===== src/rtl/stream_arb_pkg.sv =====
// Shared types and helpers for the round-robin stream arbiter.
package stream_arb_pkg;

  localparam int unsigned N_INP_DEF     = 4;
  localparam int unsigned IDX_WIDTH_DEF = $clog2(N_INP_DEF);

  typedef logic [IDX_WIDTH_DEF-1:0] idx_t;

  // Modulo-n increment of a priority pointer.
  function automatic logic [31:0] rr_next(input logic [31:0] idx, input logic [31:0] n);
    logic [31:0] inc;
    inc = idx + 32'd1;
    return (inc >= n) ? 32'd0 : inc;
  endfunction

endpackage


===== src/rtl/rr_prio_select.sv =====
// Combinational round-robin priority scan: first valid at or above the
// pointer wins, wrapping modulo N_INP.
module rr_prio_select
  import stream_arb_pkg::*;
#(
  parameter int unsigned N_INP     = 4,
  parameter int unsigned IDX_WIDTH = $clog2(N_INP)
) (
  input  logic [N_INP-1:0]     valid_i,
  input  logic [IDX_WIDTH-1:0] rr_i,
  output logic [IDX_WIDTH-1:0] winner_o,
  output logic                 any_req_o
);

  // Scan requesters starting at the pointer and keep the first hit.
  always_comb begin
    logic found;
    found     = 1'b0;
    winner_o  = '0;
    any_req_o = |valid_i;
    for (int i = 0; i < int'(N_INP); i++) begin
      int j;
      j = int'(rr_i) + i;
      if (j >= int'(N_INP)) j = j - int'(N_INP);
      if (!found && valid_i[j]) begin
        found    = 1'b1;
        winner_o = IDX_WIDTH'(j);
      end
    end
  end

endmodule


===== src/rtl/stream_rr_arbiter_ft.sv =====
// Round-robin arbiter merging N_INP valid/ready streams into one, with a
// one-entry fall-through output stage. The winner index travels with data.
module stream_rr_arbiter_ft
  import stream_arb_pkg::*;
#(
  parameter int unsigned N_INP      = 4,
  parameter int unsigned DATA_WIDTH = 32,
  parameter int unsigned IDX_WIDTH  = $clog2(N_INP)
) (
  input  logic                        clk_i,
  input  logic                        rst_ni,
  input  logic                        clr_i,
  input  logic                        testmode_i,
  input  logic [N_INP-1:0]            inp_valid_i,
  output logic [N_INP-1:0]            inp_ready_o,
  input  logic [N_INP*DATA_WIDTH-1:0] inp_data_i,
  output logic                        oup_valid_o,
  input  logic                        oup_ready_i,
  output logic [DATA_WIDTH-1:0]       oup_data_o,
  output logic [IDX_WIDTH-1:0]        oup_idx_o
);

  logic                  full_q;
  logic [DATA_WIDTH-1:0] data_q;
  logic [IDX_WIDTH-1:0]  idx_q;
  logic [IDX_WIDTH-1:0]  rr_q;

  logic [IDX_WIDTH-1:0]  winner;
  logic                  any_req;
  logic [DATA_WIDTH-1:0] win_data;
  logic                  push;
  logic                  testmode_unused;

  assign testmode_unused = testmode_i;

  rr_prio_select #(
    .N_INP     (N_INP),
    .IDX_WIDTH (IDX_WIDTH)
  ) u_sel (
    .valid_i   (inp_valid_i),
    .rr_i      (rr_q),
    .winner_o  (winner),
    .any_req_o (any_req)
  );

  // Select the winning requester's payload.
  always_comb begin
    win_data = '0;
    for (int k = 0; k < int'(N_INP); k++) begin
      if (winner == IDX_WIDTH'(k)) win_data = inp_data_i[k*DATA_WIDTH +: DATA_WIDTH];
    end
  end

  // Output mux and upstream handshake: held beat when full, else fall-through.
  always_comb begin
    inp_ready_o = '0;
    oup_valid_o = 1'b0;
    oup_data_o  = '0;
    oup_idx_o   = '0;
    push        = 1'b0;
    if (full_q) begin
      oup_valid_o = 1'b1;
      oup_data_o  = data_q;
      oup_idx_o   = idx_q;
    end else if (any_req) begin
      oup_valid_o = 1'b1;
      oup_data_o  = win_data;
      oup_idx_o   = winner;
      push        = 1'b1;
      for (int k = 0; k < int'(N_INP); k++) begin
        if (winner == IDX_WIDTH'(k)) inp_ready_o[k] = 1'b1;
      end
    end
    // A flush cycle neither accepts nor presents a beat.
    if (clr_i) begin
      inp_ready_o = '0;
      oup_valid_o = 1'b0;
      push        = 1'b0;
    end
  end

  // Stage occupancy, captured beat and priority pointer.
  always_ff @(posedge clk_i or negedge rst_ni) begin
    if (!rst_ni) begin
      full_q <= 1'b0;
      data_q <= '0;
      idx_q  <= '0;
      rr_q   <= '0;
    end else if (clr_i) begin
      full_q <= 1'b0;
      rr_q   <= '0;
    end else if (full_q) begin
      if (oup_ready_i) full_q <= 1'b0;
    end else if (push) begin
      rr_q <= IDX_WIDTH'(rr_next(32'(winner), 32'(N_INP)));
      if (!oup_ready_i) begin
        full_q <= 1'b1;
        data_q <= win_data;
        idx_q  <= winner;
      end
    end
  end

endmodule


===== config.mk =====
export PLATFORM = sky130hd
export DESIGN_NAME = stream_rr_arbiter_ft
export DESIGN_NICKNAME = d
export VERILOG_FILES = /design/src/rtl/stream_arb_pkg.sv /design/src/rtl/rr_prio_select.sv /design/src/rtl/stream_rr_arbiter_ft.sv
export SDC_FILE = /design/constraint.sdc
export NUM_CORES = 1
export LEC_CHECK = 0
export BUFFER_PORTS_ARGS = -buffer_cell sky130_fd_sc_hd__buf_2
export CORE_ASPECT_RATIO = 0.6
export CORE_MARGIN = 2
export CORE_UTILIZATION = 47
export CTS_CLUSTER_SIZE = 14
export DETAILED_ROUTE_END_ITERATION = 16
export GPL_ROUTABILITY_DRIVEN = 0
export HOLD_SLACK_MARGIN = 0.15
export MAX_ROUTING_LAYER = met4
export PLACE_DENSITY_LB_ADDON = 0.15
export SLEW_MARGIN = 20
export SYNTH_ARGS = -nofsm -noshare
export SYNTH_HDL_FRONTEND = slang
export SYNTH_HIERARCHICAL = 1
export SYNTH_SLANG_ARGS = --single-unit

===== constraint.sdc =====
create_clock -name clk_i -period 4.15 [get_ports clk_i]
set_clock_uncertainty 0.1 [all_clocks]
set_input_delay 0.83 -clock clk_i [delete_from_list [all_inputs] [get_ports clk_i]]
set_output_delay 0.83 -clock clk_i [all_outputs]
set_load 0.02 [all_outputs]

==> results by stage <==
Timing:
- The count of final max-slew check failures is 0.
- The final hold violation count came to 0.
- The slew at the pin closest to its max-slew limit is 0.9272 ns.
- Setup repair after global routing left no endpoint under its margin.
- The fmax is 0.2537 GHz.
- The period utilization is 94.98%.
- Setup violations remaining at the end of the flow were counted as 0.
- The total negative setup slack is 0 ns.
- The worst hold-check slack is 0.3887 ns.
- The worst pin sits at a relative slew slack of 37.93%.
- Counting I/O delays and the setup requirement, the final critical path takes 3.941 ns.

Route:
- The remaining antenna violation count is 0.
- The number of vias per cell is 5.626.
- The number of design rule violations left after detail routing is 0.
- The detailed-router iteration count before antenna repair is 5.
- After the first detailed-routing iteration, the DRC count stood at 167.
- The wire length per cell is 15.50 um.
- For this block, the routed nets add up to 10,540 um of wire.
- The routed layout has 3,826 vias.

Placement:
- After legalization and detailed placement, the total HPWL measured 7541 um.
- The count of buffers inserted at the top-level ports is 174.
- Once placement completed, the tool counted placed cells totaling 671.

Layout:
- Leaving out filler cells and counting taps, the final layout contains 680.
- Counting the fill cells in the layout gives 638.
- From synthesis to final layout, the design area changed by 33.03%.
- Of the cells placed in the final design, the portion with a size suffix greater than 1 is 39.48%.
- The final layout contains 715 nets.

Floorplanning:
- The area of the core is 7267 um^2.
- For this configuration, the core starts out at a cell density of 48.54%.
- The floorplan die area is 8236 um^2.
- The floorplan step set the die width to 115.8 um.
- The y dimension of the die is 71.10 um.
- The count of standard-cell rows is 24.
- The count of boundary I/O pins is 176.

Worst setup path:
- The start-to-end type of the worst setup path is in -> out.
- The minimum setup slack among reg-to-reg paths is 1.63 ns.
- STA classifies the critical path endpoint as a primary output.
- The endpoint of the most critical register-to-register path is data_q[24].
- Counting cells, the worst reg-to-reg path comes to 10.
- The first element of the critical path is inp_valid_i[1].
- The required time at the worst-slack endpoint is 3.22 ns.
- Among cell families on the critical path, the largest total delay comes from compound AO/OA/AOI/OAI gates.
- In this run the critical register-to-register path is launched from rr_q[0].
- The largest single stage delay on the critical path is 0.36 ns.
- The critical path data arrival time is 3.01 ns.
- The kind of start point of the critical path is an input pin.
- In this run the worst setup path terminates at oup_data_o[21].
- The logic depth of the worst setup path including buffers is 12.
- The signal on the critical path passes through buf_2 -> inv_1 -> a221o_1 -> a21oi_1 -> inv_1 -> ha_1 -> nor2b_4 -> buf_12 -> a221oi_1 -> buf_4 -> o31ai_1 -> buf_2.
- The critical-path maximum fanout is 16.
- The critical-path cell with the highest stage delay is sky130_fd_sc_hd__a221oi_1.
- Together, buffers and inverters on the worst path number 6.

Clock network:
- The clock latency on the worst-skew pair is 0.28 ns.
- The clock buffer count from CTS is 5.
- The buffer type at the clock tree root is sky130_fd_sc_hd__clkbuf_16.
- For this design, the CTS-stage hold fixing added 0 buffers.
- The buffer depth of the longest clock path is 2.
- After clock tree synthesis, the clock-pin slew on the worst setup and hold paths is 0.06 ns.
- The clock net in this run drives a total of 37 sinks.
- The number of setup buffers added after CTS is 0.
- The CTS tree is yes.
- The H-tree was split into 2 levels.

Global route:
- The largest net degree at the start of global routing is 61.
- The first global-routing pass estimated 17,060 um of wire.
- For this run the aggregate overflow at the end of global routing stands at 0.
- The number of antenna violations at the first check in global routing came to 0.
- The via count of the first global-routing pass is 3,594.
- In the global route stage, overall resource usage came out at 26.43%.

Pwr:
- The internal power consumption is 1.139 mW.
- The register share of total power is 27.9%.
- The power density normalized to cell area is 413.7 nW/um^2.
- Summed over all nets, the switching power comes to 0.8024 mW.
- The maximum resistive drop on vdd is 192.7 uV.
- The leakage power is 2.180 nW.
- Combinational logic burns 53.4% of the power.
- The share of total power dissipated in the clock network is 18.7%.
- The switching portion of total power is 41.33%.

Run:
- Across the run, the number of max-cap violations was 0.

Synthesis:
- Multiplexer cells account for 9.720% of the synthesized area.
- Dividing the synthesized area by the synthesized cell count gives 8.499 um^2.
- The synthesized design contains 37 register bits.
- Counting flops with a built-in enable in the synthesized netlist gives 0.
- For this run, the number of Yosys warnings is 6.
- The adder-cell share of the synthesized area is 1.419%.
- The synthesized netlist cell count is 415.
- The simple-gate share of the synthesized area is 25.43%.
- The share of synthesized area occupied by flip-flops and latches is 26.25%.
- When the netlist entered floorplanning its net count stood at 556.
- The distinct cell type count of the synthesized netlist is 31.
- The combined area of all synthesized cells is 3527 um^2.
- For this run, the leading register cell type out of synthesis is sky130_fd_sc_hd__dfrtp_1.
- Counting flops with an async set or reset pin after synthesis yields a share of 100.0%.
- The combinational family with the most area after synthesis is compound AO/OA/AOI/OAI gates.
- The compound-gate portion of the synthesized area is 30.05%.
- The area share of xor/xnor cells in the synthesized design is 0%.

Worst hold path:
- The number of cells on the worst hold path is 1.
- The tightest min-delay check is of the reg -> reg type.

Run status:
- The run finished with clean final reports.
[cells by family after synthesis]
kind of cell    after synthesis
compound gates              139
fa+ha+maj                     4
buf+inv                      50
flops                        37
mux                          34
simple gates                151
[metrics by stage]
step           setup slack [ns]  area (um^2)  total power, mW  utilization, %
5_1_grt                 0.03818         4690            2.082           64.53
2_1_floorplan            0.3511         3527            1.225               -
6_report                 0.2085         4692            1.941           64.57
3_3_place_gp             0.2002         4538            1.546           62.45
3_5_place_dp             0.1335         4538            1.578           62.45
4_1_cts                  0.1345         4674            1.946           64.33
[area by class of cell]
class / instances / area [um^2] / share of cell area (%)
multi-input combinational: 328 / 2376 / 50.64
timing repair buffer: 195 / 1095 / 23.33
sequential: 37 / 925.9 / 19.73
clock buffer: 8 / 136.4 / 2.907
tap: 104 / 130.1 / 2.773
inverter: 7 / 26.28 / 0.5600
antenna: 1 / 2.502 / 0.05333
[metal layers]
metal	global-route usage (%)	routed length, um	share of wire (%)	vias to the layer above
met4	4.233	104	0.99	0
met5	-	0	0	-
li1	-	-	-	1871
met2	43.08	4844	46	156
met1	34.73	4747	45	1788
met3	5.656	845	8.0	11
[timing repair]
action	4_1_cts	5_1_grt
setup endpoints to repair	0	11
resized for setup	0	3
hold endpoints to repair	0	0
[worst register-to-register path, cell delays in order (launching register included)]
cell,delay [ns]
sky130_fd_sc_hd__dfrtp_1,0.39
sky130_fd_sc_hd__inv_2,0.05
sky130_fd_sc_hd__a221o_1,0.31
sky130_fd_sc_hd__a21oi_1,0.20
sky130_fd_sc_hd__inv_1,0.11
sky130_fd_sc_hd__ha_1,0.24
sky130_fd_sc_hd__nor2b_4,0.18
sky130_fd_sc_hd__buf_12,0.16
sky130_fd_sc_hd__a221oi_1,0.42
sky130_fd_sc_hd__buf_4,0.19
sky130_fd_sc_hd__o21ai_2,0.05
[state kept, by name, indices dropped and copies added (netlist names)]
name and cells:
rr_q 2, idx_q 2, full_q 1, data_q 32
[cells in the mapped netlist (2+ instances only)]
cell type                  instances  area, um^2
sky130_fd_sc_hd__o21ai_0           3       15.01
sky130_fd_sc_hd__dfrtp_1          37       925.9
sky130_fd_sc_hd__nand2b_1         34       212.7
sky130_fd_sc_hd__nor2_1            3       11.26
sky130_fd_sc_hd__clkbuf_1         23       86.33
sky130_fd_sc_hd__nand2_1          40       150.1
sky130_fd_sc_hd__nand3b_1         32       240.2
sky130_fd_sc_hd__a21oi_1           6       30.03
sky130_fd_sc_hd__o21ai_2          20       175.2
sky130_fd_sc_hd__buf_4             2       15.01
sky130_fd_sc_hd__a22oi_1          32       240.2
sky130_fd_sc_hd__nor3b_1           4       30.03
sky130_fd_sc_hd__a221oi_1         32       280.3
sky130_fd_sc_hd__buf_2            12       60.06
sky130_fd_sc_hd__mux2i_1          32       320.3
sky130_fd_sc_hd__o21ai_1          12       60.06
sky130_fd_sc_hd__buf_6             4       45.04
sky130_fd_sc_hd__ha_1              4       50.05
sky130_fd_sc_hd__nor2b_1           3       18.77
sky130_fd_sc_hd__mux2_1            2       22.52
sky130_fd_sc_hd__o31ai_1          32       240.2
sky130_fd_sc_hd__and2_1           32       200.2
sky130_fd_sc_hd__inv_1             6       22.52
[cell usage in the layout (no fill, tap or decap)]
cell type / instances
sky130_fd_sc_hd__a21oi_1: 6
sky130_fd_sc_hd__a221o_1: 1
sky130_fd_sc_hd__a221oi_1: 31
sky130_fd_sc_hd__a221oi_2: 1
sky130_fd_sc_hd__a22oi_1: 32
sky130_fd_sc_hd__and2_1: 32
sky130_fd_sc_hd__buf_12: 5
sky130_fd_sc_hd__buf_2: 174
sky130_fd_sc_hd__buf_4: 15
sky130_fd_sc_hd__buf_6: 1
sky130_fd_sc_hd__clkbuf_1: 3
sky130_fd_sc_hd__clkbuf_16: 5
sky130_fd_sc_hd__dfrtp_1: 37
sky130_fd_sc_hd__diode_2: 1
sky130_fd_sc_hd__ha_1: 2
sky130_fd_sc_hd__ha_2: 2
sky130_fd_sc_hd__inv_1: 6
sky130_fd_sc_hd__inv_2: 1
sky130_fd_sc_hd__mux2_1: 2
sky130_fd_sc_hd__mux2i_1: 32
sky130_fd_sc_hd__nand2_1: 40
sky130_fd_sc_hd__nand2b_1: 34
sky130_fd_sc_hd__nand3_1: 1
sky130_fd_sc_hd__nand3b_1: 32
sky130_fd_sc_hd__nor2_1: 3
sky130_fd_sc_hd__nor2b_1: 1
sky130_fd_sc_hd__nor2b_4: 2
sky130_fd_sc_hd__nor3_1: 1
sky130_fd_sc_hd__nor3b_1: 4
sky130_fd_sc_hd__nor4b_4: 1
sky130_fd_sc_hd__o21ai_0: 3
sky130_fd_sc_hd__o21ai_1: 12
sky130_fd_sc_hd__o21ai_2: 20
sky130_fd_sc_hd__o221ai_1: 1
sky130_fd_sc_hd__o31ai_1: 32
[how the worst min path moves through the flow]
stage,from,end,slack [ns]
after floorplan,idx_q[0],idx_q[0],0.36
after global placement,idx_q[1],idx_q[1],0.37
after detailed placement,idx_q[1],idx_q[1],0.38
after CTS,idx_q[1],idx_q[1],0.39
after global routing,idx_q[1],idx_q[1],0.40
final,idx_q[1],idx_q[1],0.39
[power by group through the flow]
stage               registers (mW)  logic [mW]  clock network (mW)
finish                       0.542        1.04               0.363
global route                 0.555        1.14               0.388
CTS                          0.541        1.04               0.369
detailed placement           0.545        1.03                   0
global placement             0.537        1.01                   0
floorplan                    0.528       0.696                   0
(Power assumes the default switching activity.)
